[src/rtl/ctrl_pkg.sv]
// Shared types and encodings for the multicycle controller: FSM states,
// opcode/funct values, ALU operation codes and datapath mux selects.
package ctrl_pkg;

   localparam int unsigned OP_W     = 6;
   localparam int unsigned FUNCT_W  = 6;
   localparam int unsigned ALUCTL_W = 3;
   localparam int unsigned SEL_W    = 2;

   typedef enum logic [3:0] {
      S_FETCH, S_DECODE, S_MEMADR, S_MEMRD, S_MEMWB, S_MEMWR, S_EXEC,
      S_ALUWB, S_ADDIEX, S_ADDIWB, S_BRANCH, S_JUMP, S_JAL, S_FAULT
   } state_t;

   localparam logic [OP_W-1:0] OP_RTYPE = 6'b000000;
   localparam logic [OP_W-1:0] OP_LW    = 6'b100011;
   localparam logic [OP_W-1:0] OP_SW    = 6'b101011;
   localparam logic [OP_W-1:0] OP_ADDI  = 6'b001000;
   localparam logic [OP_W-1:0] OP_BEQ   = 6'b000100;
   localparam logic [OP_W-1:0] OP_BNE   = 6'b000101;
   localparam logic [OP_W-1:0] OP_J     = 6'b000010;
   localparam logic [OP_W-1:0] OP_JAL   = 6'b000011;

   localparam logic [FUNCT_W-1:0] FN_ADD = 6'b100000;
   localparam logic [FUNCT_W-1:0] FN_SUB = 6'b100010;
   localparam logic [FUNCT_W-1:0] FN_AND = 6'b100100;
   localparam logic [FUNCT_W-1:0] FN_OR  = 6'b100101;
   localparam logic [FUNCT_W-1:0] FN_SLT = 6'b101010;

   localparam logic [ALUCTL_W-1:0] ALU_AND = 3'b000;
   localparam logic [ALUCTL_W-1:0] ALU_OR  = 3'b001;
   localparam logic [ALUCTL_W-1:0] ALU_ADD = 3'b010;
   localparam logic [ALUCTL_W-1:0] ALU_SUB = 3'b110;
   localparam logic [ALUCTL_W-1:0] ALU_SLT = 3'b111;

   localparam logic [SEL_W-1:0] PCSRC_ALURES = 2'b00;
   localparam logic [SEL_W-1:0] PCSRC_ALUOUT = 2'b01;
   localparam logic [SEL_W-1:0] PCSRC_JUMP   = 2'b10;

   localparam logic [SEL_W-1:0] SRCB_REGB  = 2'b00;
   localparam logic [SEL_W-1:0] SRCB_FOUR  = 2'b01;
   localparam logic [SEL_W-1:0] SRCB_IMM   = 2'b10;
   localparam logic [SEL_W-1:0] SRCB_IMMSH = 2'b11;

   localparam logic [SEL_W-1:0] REGDST_RT = 2'b00;
   localparam logic [SEL_W-1:0] REGDST_RD = 2'b01;
   localparam logic [SEL_W-1:0] REGDST_RA = 2'b10;

   localparam logic [SEL_W-1:0] MTR_ALUOUT = 2'b00;
   localparam logic [SEL_W-1:0] MTR_MDR    = 2'b01;
   localparam logic [SEL_W-1:0] MTR_PC     = 2'b10;

endpackage

[src/rtl/ctrl_aludec.sv]
// R-type funct to ALU operation decoder; o_legal drops for unsupported funct.
module ctrl_aludec
   import ctrl_pkg::*;
(
   input  logic [FUNCT_W-1:0]  i_funct,
   output logic [ALUCTL_W-1:0] o_alucontrol,
   output logic                o_legal
);

   always_comb begin
      o_alucontrol = ALU_ADD;
      o_legal      = 1'b1;
      case (i_funct)
         FN_ADD:  o_alucontrol = ALU_ADD;
         FN_SUB:  o_alucontrol = ALU_SUB;
         FN_AND:  o_alucontrol = ALU_AND;
         FN_OR:   o_alucontrol = ALU_OR;
         FN_SLT:  o_alucontrol = ALU_SLT;
         default: o_legal      = 1'b0;
      endcase
   end

endmodule

[src/rtl/multicycle_controller.sv]
// Moore-sequenced multicycle CPU controller with memory handshake timeout and
// sticky fault. Define CTRL_BNE_EN to decode BNE; otherwise BNE is illegal.
module multicycle_controller
   import ctrl_pkg::*;
#(
   parameter  int unsigned MEM_TIMEOUT = 16,
   localparam int unsigned WAIT_W      = $clog2(MEM_TIMEOUT + 1)
) (
   input  logic                clk,
   input  logic                reset_n,
   input  logic [OP_W-1:0]     op,
   input  logic [FUNCT_W-1:0]  funct,
   input  logic                zero,
   input  logic                mem_ready,
   output logic                mem_req,
   output logic                iord,
   output logic                irwrite,
   output logic                memwrite,
   output logic                pcwrite,
   output logic                pcen,
   output logic [SEL_W-1:0]    pcsrc,
   output logic                alusrca,
   output logic [SEL_W-1:0]    alusrcb,
   output logic [SEL_W-1:0]    regdst,
   output logic [SEL_W-1:0]    memtoreg,
   output logic                regwrite,
   output logic [ALUCTL_W-1:0] alucontrol,
   output logic                instr_done,
   output logic                fault
);

   state_t              r_state;
   state_t              w_state_next;
   logic [WAIT_W-1:0]   r_wait_cnt;
   logic                w_timeout;
   logic                w_branch;
   logic                w_taken;
   logic [ALUCTL_W-1:0] w_funct_aluctl;
   logic                w_funct_legal;

   ctrl_aludec u_aludec (
      .i_funct      (funct),
      .o_alucontrol (w_funct_aluctl),
      .o_legal      (w_funct_legal)
   );

   // Counter restarts whenever the state changes, so every mem state starts from 0.
   always_ff @(posedge clk or negedge reset_n) begin
      if (!reset_n) begin
         r_state    <= S_FETCH;
         r_wait_cnt <= '0;
      end else begin
         r_state <= w_state_next;
         if (w_state_next != r_state)
            r_wait_cnt <= '0;
         else if (mem_req && !mem_ready)
            r_wait_cnt <= r_wait_cnt + WAIT_W'(1);
      end
   end

   // Last allowed wait cycle; a ready in this same cycle still completes.
   assign w_timeout = (r_wait_cnt == WAIT_W'(MEM_TIMEOUT - 1));

`ifdef CTRL_BNE_EN
   assign w_taken = (op == OP_BNE) ? ~zero : zero;
`else
   assign w_taken = zero;
`endif

   assign pcen = pcwrite | (w_branch & w_taken);

   always_comb begin
      w_state_next = r_state;
      mem_req      = 1'b0;
      iord         = 1'b0;
      irwrite      = 1'b0;
      memwrite     = 1'b0;
      pcwrite      = 1'b0;
      pcsrc        = PCSRC_ALURES;
      alusrca      = 1'b0;
      alusrcb      = SRCB_REGB;
      regdst       = REGDST_RT;
      memtoreg     = MTR_ALUOUT;
      regwrite     = 1'b0;
      alucontrol   = ALU_AND;
      instr_done   = 1'b0;
      fault        = 1'b0;
      w_branch     = 1'b0;
      case (r_state)
         S_FETCH: begin
            mem_req    = 1'b1;
            alusrcb    = SRCB_FOUR;
            alucontrol = ALU_ADD;
            if (mem_ready) begin
               irwrite      = 1'b1;
               pcwrite      = 1'b1;
               w_state_next = S_DECODE;
            end else if (w_timeout) begin
               w_state_next = S_FAULT;
            end
         end
         S_DECODE: begin
            alusrcb    = SRCB_IMMSH;
            alucontrol = ALU_ADD;
            case (op)
               OP_LW, OP_SW: w_state_next = S_MEMADR;
               OP_RTYPE:     w_state_next = S_EXEC;
               OP_ADDI:      w_state_next = S_ADDIEX;
               OP_BEQ:       w_state_next = S_BRANCH;
`ifdef CTRL_BNE_EN
               OP_BNE:       w_state_next = S_BRANCH;
`else
               OP_BNE:       w_state_next = S_FAULT;
`endif
               OP_J:         w_state_next = S_JUMP;
               OP_JAL:       w_state_next = S_JAL;
               default:      w_state_next = S_FAULT;
            endcase
         end
         S_MEMADR: begin
            alusrca      = 1'b1;
            alusrcb      = SRCB_IMM;
            alucontrol   = ALU_ADD;
            w_state_next = (op == OP_SW) ? S_MEMWR : S_MEMRD;
         end
         S_MEMRD: begin
            iord    = 1'b1;
            mem_req = 1'b1;
            if (mem_ready)      w_state_next = S_MEMWB;
            else if (w_timeout) w_state_next = S_FAULT;
         end
         S_MEMWB: begin
            regwrite     = 1'b1;
            memtoreg     = MTR_MDR;
            instr_done   = 1'b1;
            w_state_next = S_FETCH;
         end
         S_MEMWR: begin
            iord    = 1'b1;
            mem_req = 1'b1;
            if (mem_ready) begin
               memwrite     = 1'b1;
               instr_done   = 1'b1;
               w_state_next = S_FETCH;
            end else if (w_timeout) begin
               w_state_next = S_FAULT;
            end
         end
         S_EXEC: begin
            alusrca      = 1'b1;
            alucontrol   = w_funct_aluctl;
            w_state_next = w_funct_legal ? S_ALUWB : S_FAULT;
         end
         S_ALUWB: begin
            regdst       = REGDST_RD;
            regwrite     = 1'b1;
            instr_done   = 1'b1;
            w_state_next = S_FETCH;
         end
         S_ADDIEX: begin
            alusrca      = 1'b1;
            alusrcb      = SRCB_IMM;
            alucontrol   = ALU_ADD;
            w_state_next = S_ADDIWB;
         end
         S_ADDIWB: begin
            regwrite     = 1'b1;
            instr_done   = 1'b1;
            w_state_next = S_FETCH;
         end
         S_BRANCH: begin
            alusrca      = 1'b1;
            alucontrol   = ALU_SUB;
            pcsrc        = PCSRC_ALUOUT;
            w_branch     = 1'b1;
            instr_done   = 1'b1;
            w_state_next = S_FETCH;
         end
         S_JUMP: begin
            pcsrc        = PCSRC_JUMP;
            pcwrite      = 1'b1;
            instr_done   = 1'b1;
            w_state_next = S_FETCH;
         end
         S_JAL: begin
            pcsrc        = PCSRC_JUMP;
            pcwrite      = 1'b1;
            regwrite     = 1'b1;
            regdst       = REGDST_RA;
            memtoreg     = MTR_PC;
            instr_done   = 1'b1;
            w_state_next = S_FETCH;
         end
         S_FAULT: fault = 1'b1;
         default: w_state_next = S_FAULT;
      endcase
   end

endmodule

[config.mk]
export PLATFORM = sky130hd
export DESIGN_NAME = multicycle_controller
export DESIGN_NICKNAME = d
export VERILOG_FILES = /design/src/rtl/ctrl_pkg.sv /design/src/rtl/ctrl_aludec.sv /design/src/rtl/multicycle_controller.sv
export SDC_FILE = /design/constraint.sdc
export NUM_CORES = 1
export LEC_CHECK = 0
export CORE_ASPECT_RATIO = 1.25
export CORE_MARGIN = 1
export CORE_UTILIZATION = 46
export CTS_BUF_LIST = sky130_fd_sc_hd__clkbuf_2
export DETAILED_ROUTE_END_ITERATION = 10
export PLACE_DENSITY = 0.86
export SLEW_MARGIN = 25
export SYNTH_ARGS = -nofsm -noshare
export SYNTH_HDL_FRONTEND = slang
export SYNTH_SLANG_ARGS = --single-unit
[constraint.sdc]
create_clock -name clk -period 1.9 [get_ports clk]
set_clock_uncertainty 0.05 [all_clocks]
set_input_delay 0.38 -clock clk [delete_from_list [all_inputs] [get_ports clk]]
set_output_delay 0.38 -clock clk [all_outputs]
set_load 0.005 [all_outputs]
==> results of run 1 <==
[cell families after synthesis]
| kind of cell | Yosys count | share of synthesized area [%] |
|---|---|---|
| buf+inv | 15 | 6.73 |
| fa+ha+maj | 2 | 2.40 |
| mux | 1 | 0.962 |
| simple gates | 72 | 36.2 |
| flops | 9 | 21.6 |
| compound gates | 44 | 27.9 |
| xor+xnor | 5 | 4.21 |
[per-stage QoR]
| stage | instances | worst slack [ns] | instance area, um2 | setup TNS [ns] | hold slack [ns] |
|---|---|---|---|---|---|
| after floorplan | 148 | 0.0915 | 1040 | 0 | 0.0344 |
| after global placement | 251 | -0.480 | 1740 | -5.20 | 0.467 |
| after detailed placement | 251 | -0.541 | 1740 | -6.76 | 0.481 |
[cell usage after synthesis, types with 2 or more instances]
library cell / n / area, um2
inv_1: 4 / 15.0
xnor2_1: 2 / 17.5
buf_4: 2 / 15.0
nand2b_1: 5 / 31.3
nand3_1: 3 / 15.0
xor2_1: 3 / 26.3
nand2_1: 8 / 30.0
clkbuf_1: 3 / 11.3
ha_1: 2 / 25.0
and3_1: 7 / 43.8
nor3_1: 9 / 45.0
dfrtp_1: 9 / 225
a2111oi_0: 2 / 17.5
nor2_1: 22 / 82.6
o21ai_0: 15 / 75.1
o21a_1: 3 / 22.5
nor3b_1: 2 / 15.0
nor2b_1: 8 / 50.1
nand4_1: 2 / 12.5
buf_2: 5 / 25.0
a21oi_1: 6 / 30.0
o211ai_1: 4 / 30.0
==> flow_summary.ini, run 1 <==
[die]
dieHeight_um = 55.2
num_rows = 18
initial_core_util_pct = 50.8
ioPinCount = 37
die_x_um = 44.6

[logic_synthesis]
ys_seq_area_share_pct = 21.6
netlist_instances = 148
yosys_warnings = 0
avgSynthCellArea_um2 = 7.03
synth_cell_type_count = 44
syn_nets = 166
yosys_register_bits = 9
dominantRegCellSynth = dfrtp_1
syn_area_um2 = 1040
async_reset_ff_share_pct = 100
synth_enable_flop_cells = 0

[clocking]
hold_buffers = 0
cts_sinks = 9
cts_buffer_depth = 2
cts_made_buffers = 3
cts_resized = 123
post_cts_buffers = 26
root_buffer = clkbuf_2
htree_levels = 1

[outcome]
status = stopped before the end
lastStage = clock tree synthesis (4_1_cts)
error_line = [ERROR DPL-0038] Utilization greater than 100%, impossible to legalize

[placement]
gp_congestion = 0.827
port_buffers = 36
detailed_place_hpwl_um = 3060
==> inputs of run 2 (changes only) <==
--- a/config.mk
+++ b/config.mk
@@ -5,12 +5,10 @@
 export SDC_FILE = /design/constraint.sdc
 export NUM_CORES = 1
 export LEC_CHECK = 0
-export CORE_ASPECT_RATIO = 1.25
-export CORE_MARGIN = 1
-export CORE_UTILIZATION = 46
-export CTS_BUF_LIST = sky130_fd_sc_hd__clkbuf_2
+export CORE_AREA = 2 2 63 65
 export DETAILED_ROUTE_END_ITERATION = 10
-export PLACE_DENSITY = 0.86
+export DIE_AREA = 0 0 65 67
+export PLACE_DENSITY_LB_ADDON = 0.15
 export SLEW_MARGIN = 25
 export SYNTH_ARGS = -nofsm -noshare
 export SYNTH_HDL_FRONTEND = slang
==> run 2 against run 1 <==
  * The flow now finishes, with violations (negative setup slack)
  * Synthesized cell count unchanged
  * Area after synthesis unchanged
==> flow_summary.ini, run 2 <==
[logic_synthesis]
async_reset_ff_share_pct = 100
netlist_instances = 148
yosys_warnings = 0
yosys-top-cells-count = nor2_1, o21ai_0, dfrtp_1, nor3_1
synth_enable_flop_cells = 0
yosysTopAreaCell = dfrtp_1
dominantRegCellSynth = dfrtp_1
syn_area_um2 = 1040
yosys_register_bits = 9
synthMostInstantiatedCell = nor2_1
synth_area_leaders = dfrtp_1, nor2_1, o21ai_0
synth_cell_type_count = 44
ys_seq_area_share_pct = 21.6
avgSynthCellArea_um2 = 7.03
syn_nets = 166
synth_top_area_share_pct = 21.6

[setup_path]
cp_cell_sequence = buf_12 > buf_6 > o21ai_2 > nor2b_1 > o21ai_1 > o21ai_1 > clkbuf_2
crit_family = flip-flops
rrSetupSlack_ns = 0.01
reg2regPathDepth = 8
worstSetupPathType = reg2out
slowest_delay_ns = 0.44
cp_slowest_cell = dfrtp_2
cpMostUsedCell = o21ai_1
path_depth = 7
startpoint_type = register
crit_fanout = 6
cp-end-kind = primary output
crit_required_ns = 1.47
path_buf_inv = 3
cp_data_arrival_time_ns = 1.54

[finish]
top_regs = r_wait_cnt: 5 flops, r_state: 4 flops
final_nets = 267
area.growth.synth_to_final_pct = 114
largest_reg_flops = 5
regArea_um2 = 230
post-route-util_pct = 61.7
fillers = 309
finalNonFillerCells = 296
num_antenna_cells = 0
final_common_cell = buf_4
final_cell_mix = buf_4, nor2_1, buf_6
multi_input_area_um2 = 961
drive_gt1_share_pct = 53.6
fin_area_um2 = 2220
regMostFlops = r_wait_cnt

[die]
initial_core_util_pct = 28.9
core_region_area_um2 = 3610
dieHeight_um = 67
fp.dieArea_um2 = 4360
die_x_um = 65
ioPinCount = 37
num_rows = 22

[power_and_ir_drop]
p_int_mw = 1.85
power_frac_comb_pct = 82.0
sw_frac_of_total_pct = 41.2
pwr-share-seq_pct = 11.1
clkPwrFrac_pct = 6.8
leakage_nw = 1.08
ir_worst_vdd_v = 0.000487
power_density_nw_per_um2 = 1420
power_mw = 3.15
p_sw_mw = 1.30

[placement]
detailed_place_hpwl_um = 2750
place_area_um2 = 1720
port_buffers = 36
dp.cells = 263
place_ws_ns = -0.528
gp_congestion = 0.827

[routing]
drc = 0
drt_wl_total_um = 4020
firstDrtPassIters = 4
wl_per_cell_um = 13.6
vias_per_cell = 5.11
routed-via-count = 1512
ant_nets = 0
drtIter0Drc = 71

[sta]
slew_headroom_pct = 71.2
period_needed_ns = 1.97
drv_slew = 0
clock.fmax_mhz = 508
finalSetupViolations = 6
final_hold_viol_count = 0
max_slew.worst_pin.slew_ns = 0.428
grt_setup_unrepaired = true
fin_crit_sh_pct = 104
setup_slack_ns = -0.0693

[flow_run]
maxCapViolCount = 0

[global_routing]
grt_use_total_pct = 17.9
antenna_found_initial = 0
grt_pass1_vias = 1421
grt_pass1_wl_um = 6180
grt.overflow.total = 0
grt_max_degree = 12

[min_path]
hp-class = in2async

[clocking]
cts_buffer_depth = 2
clock_latency_ns = 0.23
cts_made_buffers = 3
clk_pin_slew_ns = 0.04
cts_tree = built
hold_buffers = 0
htree_levels = 1
cts_sinks = 9
root_buffer = clkbuf_8

[outcome]
failed_checks = negative setup slack
status = complete, but fails checks
[run 2: cell counts after synthesis]
Identical to the previous run, type by type.
[run 2: path summary, 6_finish.rpt]
| path | from | to |
|---|---|---|
| max reg2reg | r_state[0] | r_wait_cnt[0] |
| max in group asynchronous | reset_n | r_state[3] |
| min | reset_n | r_wait_cnt[4] |
| min reg2reg | r_wait_cnt[3] | r_wait_cnt[3] |
| max | r_state[1] | instr_done |
| min in group clk | r_wait_cnt[3] | r_wait_cnt[3] |
[run 2: what timing repair did]
| item | CTS | global route |
|---|---|---|
| resized for setup | 96 | 52 |
| setup buffers | 14 | 17 |
| setup endpoints to repair | 25 | 25 |
| pin swaps | 7 | 10 |
[run 2: metrics by stage]
step	hold slack [ns]	TNS, ns
4_1_cts	0.412	-1.29
3_3_place_gp	0.472	-5.07
2_1_floorplan	0.0344	0
3_5_place_dp	0.473	-5.44
5_1_grt	0.430	-1.14
6_report	0.406	-0.260
[run 2: power by group through the flow]
stage | registers [mW] | logic (mW) | clock network (mW)
2_1_floorplan | 0.285 | 0.862 | 0
3_3_place_gp | 0.321 | 1.77 | 0
3_5_place_dp | 0.322 | 1.79 | 0
4_1_cts | 0.333 | 2.12 | 0.226
5_1_grt | 0.358 | 2.78 | 0.232
6_report | 0.351 | 2.59 | 0.215
[run 2: kinds of logic (layout without fill, tap and decap cells)]
logic type	after synthesis	after routing	share of synthesized area (%)
AND/OR/NAND/NOR	72	72	36.2
flip-flops	9	9	21.6
multiplexers	1	1	0.962
adder cells (fa/ha/maj)	2	2	2.40
buffers and inverters	15	115	6.73
XOR/XNOR	5	5	4.21
AO/OA/AOI/OAI	44	44	27.9
[run 2: layer usage]
metal / share of wire, % / GRT usage (%) / vias up
met5: 0 / 0 / -
met4: 0.72 / 3.99 / 0
met3: 2.6 / 2.20 / 4
met2: 55 / 34.7 / 24
met1: 42 / 20.8 / 740
li1: - / - / 744
[run 2: worst register-to-register path, cell delays in order, from the launching register on]
cell     delay, ns
dfrtp_2       0.45
buf_6         0.13
or3_4         0.38
o21a_1        0.12
buf_4         0.14
nor3_4        0.18
buf_4         0.16
xnor2_1       0.11
nor2_1        0.05
[run 2: final cells by class]
class	count	area share (%)
timing repair buffer	107	40.9
inverter	4	0.788
sequential	9	10.4
multi-input combinational	124	43.2
clock buffer	4	2.03
tap	48	2.70
(Power assumes the default switching activity.)
==> inputs of run 3 (changes only) <==
--- a/config.mk
+++ b/config.mk
@@ -8,6 +8,7 @@
 export CORE_AREA = 2 2 63 65
 export DETAILED_ROUTE_END_ITERATION = 10
 export DIE_AREA = 0 0 65 67
+export GPL_TIMING_DRIVEN = 0
 export PLACE_DENSITY_LB_ADDON = 0.15
 export SLEW_MARGIN = 25
 export SYNTH_ARGS = -nofsm -noshare
==> run 3 against run 2 <==
  * The flow still finishes with violations (negative setup slack)
  * Sequential share of layout area is 0.84 points higher
  * Die area stayed put
  * Critical path type unchanged
  * Sequential power is 13% lower
  * Clock power hardly changed
  * Highest routed layer unchanged
  * Design area is 9.0% lower
  * Critical endpoint is now pcen
  * Global-route usage is 0.77 points higher
  * Fmax is 0.67% higher
  * Cell count is 9.1% lower
==> flow_summary.ini, run 3 (synthesis gave the netlist of run 2 again) <==
[finish]
fillers = 314
fin_area_um2 = 2020
area.growth.synth_to_final_pct = 94.4
post-route-util_pct = 56.1
final_cell_mix = buf_4, nor2_1, buf_2
final_nets = 240
largest_reg_flops = 5
final_common_cell = buf_4
top_regs = r_wait_cnt: 5 flops, r_state: 4 flops
regMostFlops = r_wait_cnt
drive_gt1_share_pct = 46.6
num_antenna_cells = 0

[die]
fp.dieArea_um2 = 4360
dieHeight_um = 67
initial_core_util_pct = 28.9
ioPinCount = 37
num_rows = 22
die_x_um = 65
core_region_area_um2 = 3610

[sta]
clock.fmax_mhz = 511
max_slew.worst_pin.slew_ns = 0.475
period_needed_ns = 1.96
fin_crit_sh_pct = 103
grt_setup_unrepaired = true
setup_slack_ns = -0.0561
drv_slew = 0
slew_headroom_pct = 68.0
finalSetupViolations = 4
final_hold_viol_count = 0

[power_and_ir_drop]
p_int_mw = 1.66
p_sw_mw = 1.30
power_density_nw_per_um2 = 1460
sw_frac_of_total_pct = 43.9
pwr-share-seq_pct = 10.3
power_mw = 2.96
power_frac_comb_pct = 82.5
clkPwrFrac_pct = 7.2
leakage_nw = 0.946
ir_worst_vdd_v = 0.000665

[clocking]
clock_latency_ns = 0.23
root_buffer = clkbuf_8
cts_tree = built
clk_pin_slew_ns = 0.04
cts_sinks = 9
cts_made_buffers = 3
cts_buffer_depth = 2
htree_levels = 1

[global_routing]
grt_use_total_pct = 18.7
grt_pass1_wl_um = 6310
grt.overflow.total = 0
top_usage_layer = met2
gr-usage-met2_pct = 38.1
grt_use_met3_pct = 4.05
grt_pass1_vias = 1418
grt_max_degree = 11
grtUsageMet1_pct = 18.5
antenna_found_initial = 0

[outcome]
status = complete, but fails checks
failed_checks = negative setup slack

[setup_path]
cp_data_arrival_time_ns = 1.53
crit_required_ns = 1.47
crit_fanout = 5
cp-end-kind = primary output
startpoint_type = register
worstSetupPathType = reg2out

[flow_run]
maxCapViolCount = 0

[placement]
gp_congestion = 0.849
detailed_place_hpwl_um = 2540
port_buffers = 35
place_area_um2 = 1450

[routing]
vias_per_cell = 5.32
firstDrtPassIters = 4
wl_per_cell_um = 14.8
routed-via-count = 1431
drc = 0
drtIter0Drc = 103
drt_wl_total_um = 3990
ant_nets = 0

[min_path]
hp-class = in2async
==> run 3: changes by cell type in the layout (fill, tap and decap cells not counted), sizes merged <==
cell,change
clkbuf,+1
dlygate4sd2,+4
clkdlybuf4s50,-4
buf,-28
==> run 3: power groups by stage <==
| stage | Combinational (mW) | Clock (mW) | Sequential (mW) |
|---|---|---|---|
| after CTS | 2.18 | 0.220 | 0.299 |
| after global placement | 1.47 | 0 | 0.293 |
| after detailed placement | 1.47 | 0 | 0.296 |
| final | 2.44 | 0.214 | 0.304 |
| after floorplan | 0.862 | 0 | 0.285 |
| after global routing | 2.63 | 0.230 | 0.310 |
==> run 3: worst paths after layout <==
check | slack (ns) | startpoint | depth (start not counted) | endpoint
min in group clk | 0.51 | r_wait_cnt[1] | 2 | r_wait_cnt[1]
hold / removal | 0.40 | reset_n | 1 | r_state[3]
max in group asynchronous | 1.10 | reset_n | 1 | r_state[2]
setup / recovery | -0.06 | r_state[1] | 6 | pcen
setup reg to reg | 0.06 | r_state[1] | 7 | r_wait_cnt[2]
hold reg to reg | 0.51 | r_wait_cnt[1] | 2 | r_wait_cnt[1]
==> run 3: worst max-delay path, cell delays in order (launching register included) <==
cell,delay [ns]
dfrtp_1,0.41
buf_6,0.16
nor2_4,0.05
and3_4,0.16
or2_4,0.25
a21o_1,0.15
buf_2,0.12
==> run 3: per-layer routing <==
layer  wire, um  vias up  share of wire [%]
met3        192        6                4.8
met4         65        0                1.6
met2       2190       54                 55
li1           -      685                  -
met1       1550      686                 39
met5          0        -                  0
==> run 3: cell type report <==
class                      count  area (um2)  share of cell area [%]
multi-input combinational    124         988                    48.9
timing repair buffer          69         549                    27.1
sequential                     9         226                    11.2
buffer                        11         136                    6.74
tap                           48        60.1                    2.97
clock buffer                   4        45.0                    2.23
inverter                       4        17.5                   0.866
==> run 3: per-stage QoR <==
step	setup TNS, ns	hold WS, ns	setup slack (ns)	cells
final	-0.119	0.398	-0.0561	269
after global routing	-0.605	0.420	-0.123	269
after CTS	-0.275	0.408	-0.181	263
after detailed placement	-8.38	0.489	-0.605	231
after global placement	-8.10	0.469	-0.608	231
after floorplan	0	0.0344	0.0915	148
==> run 3: repair_timing <==
item,4_1_cts,5_1_grt
pin swaps,15,11
gates cloned,2,0
endpoints found under the setup margin,27,23
hold buffers,0,0
buffers inserted,27,6
gates resized for setup,127,32
hold endpoints to repair,0,0
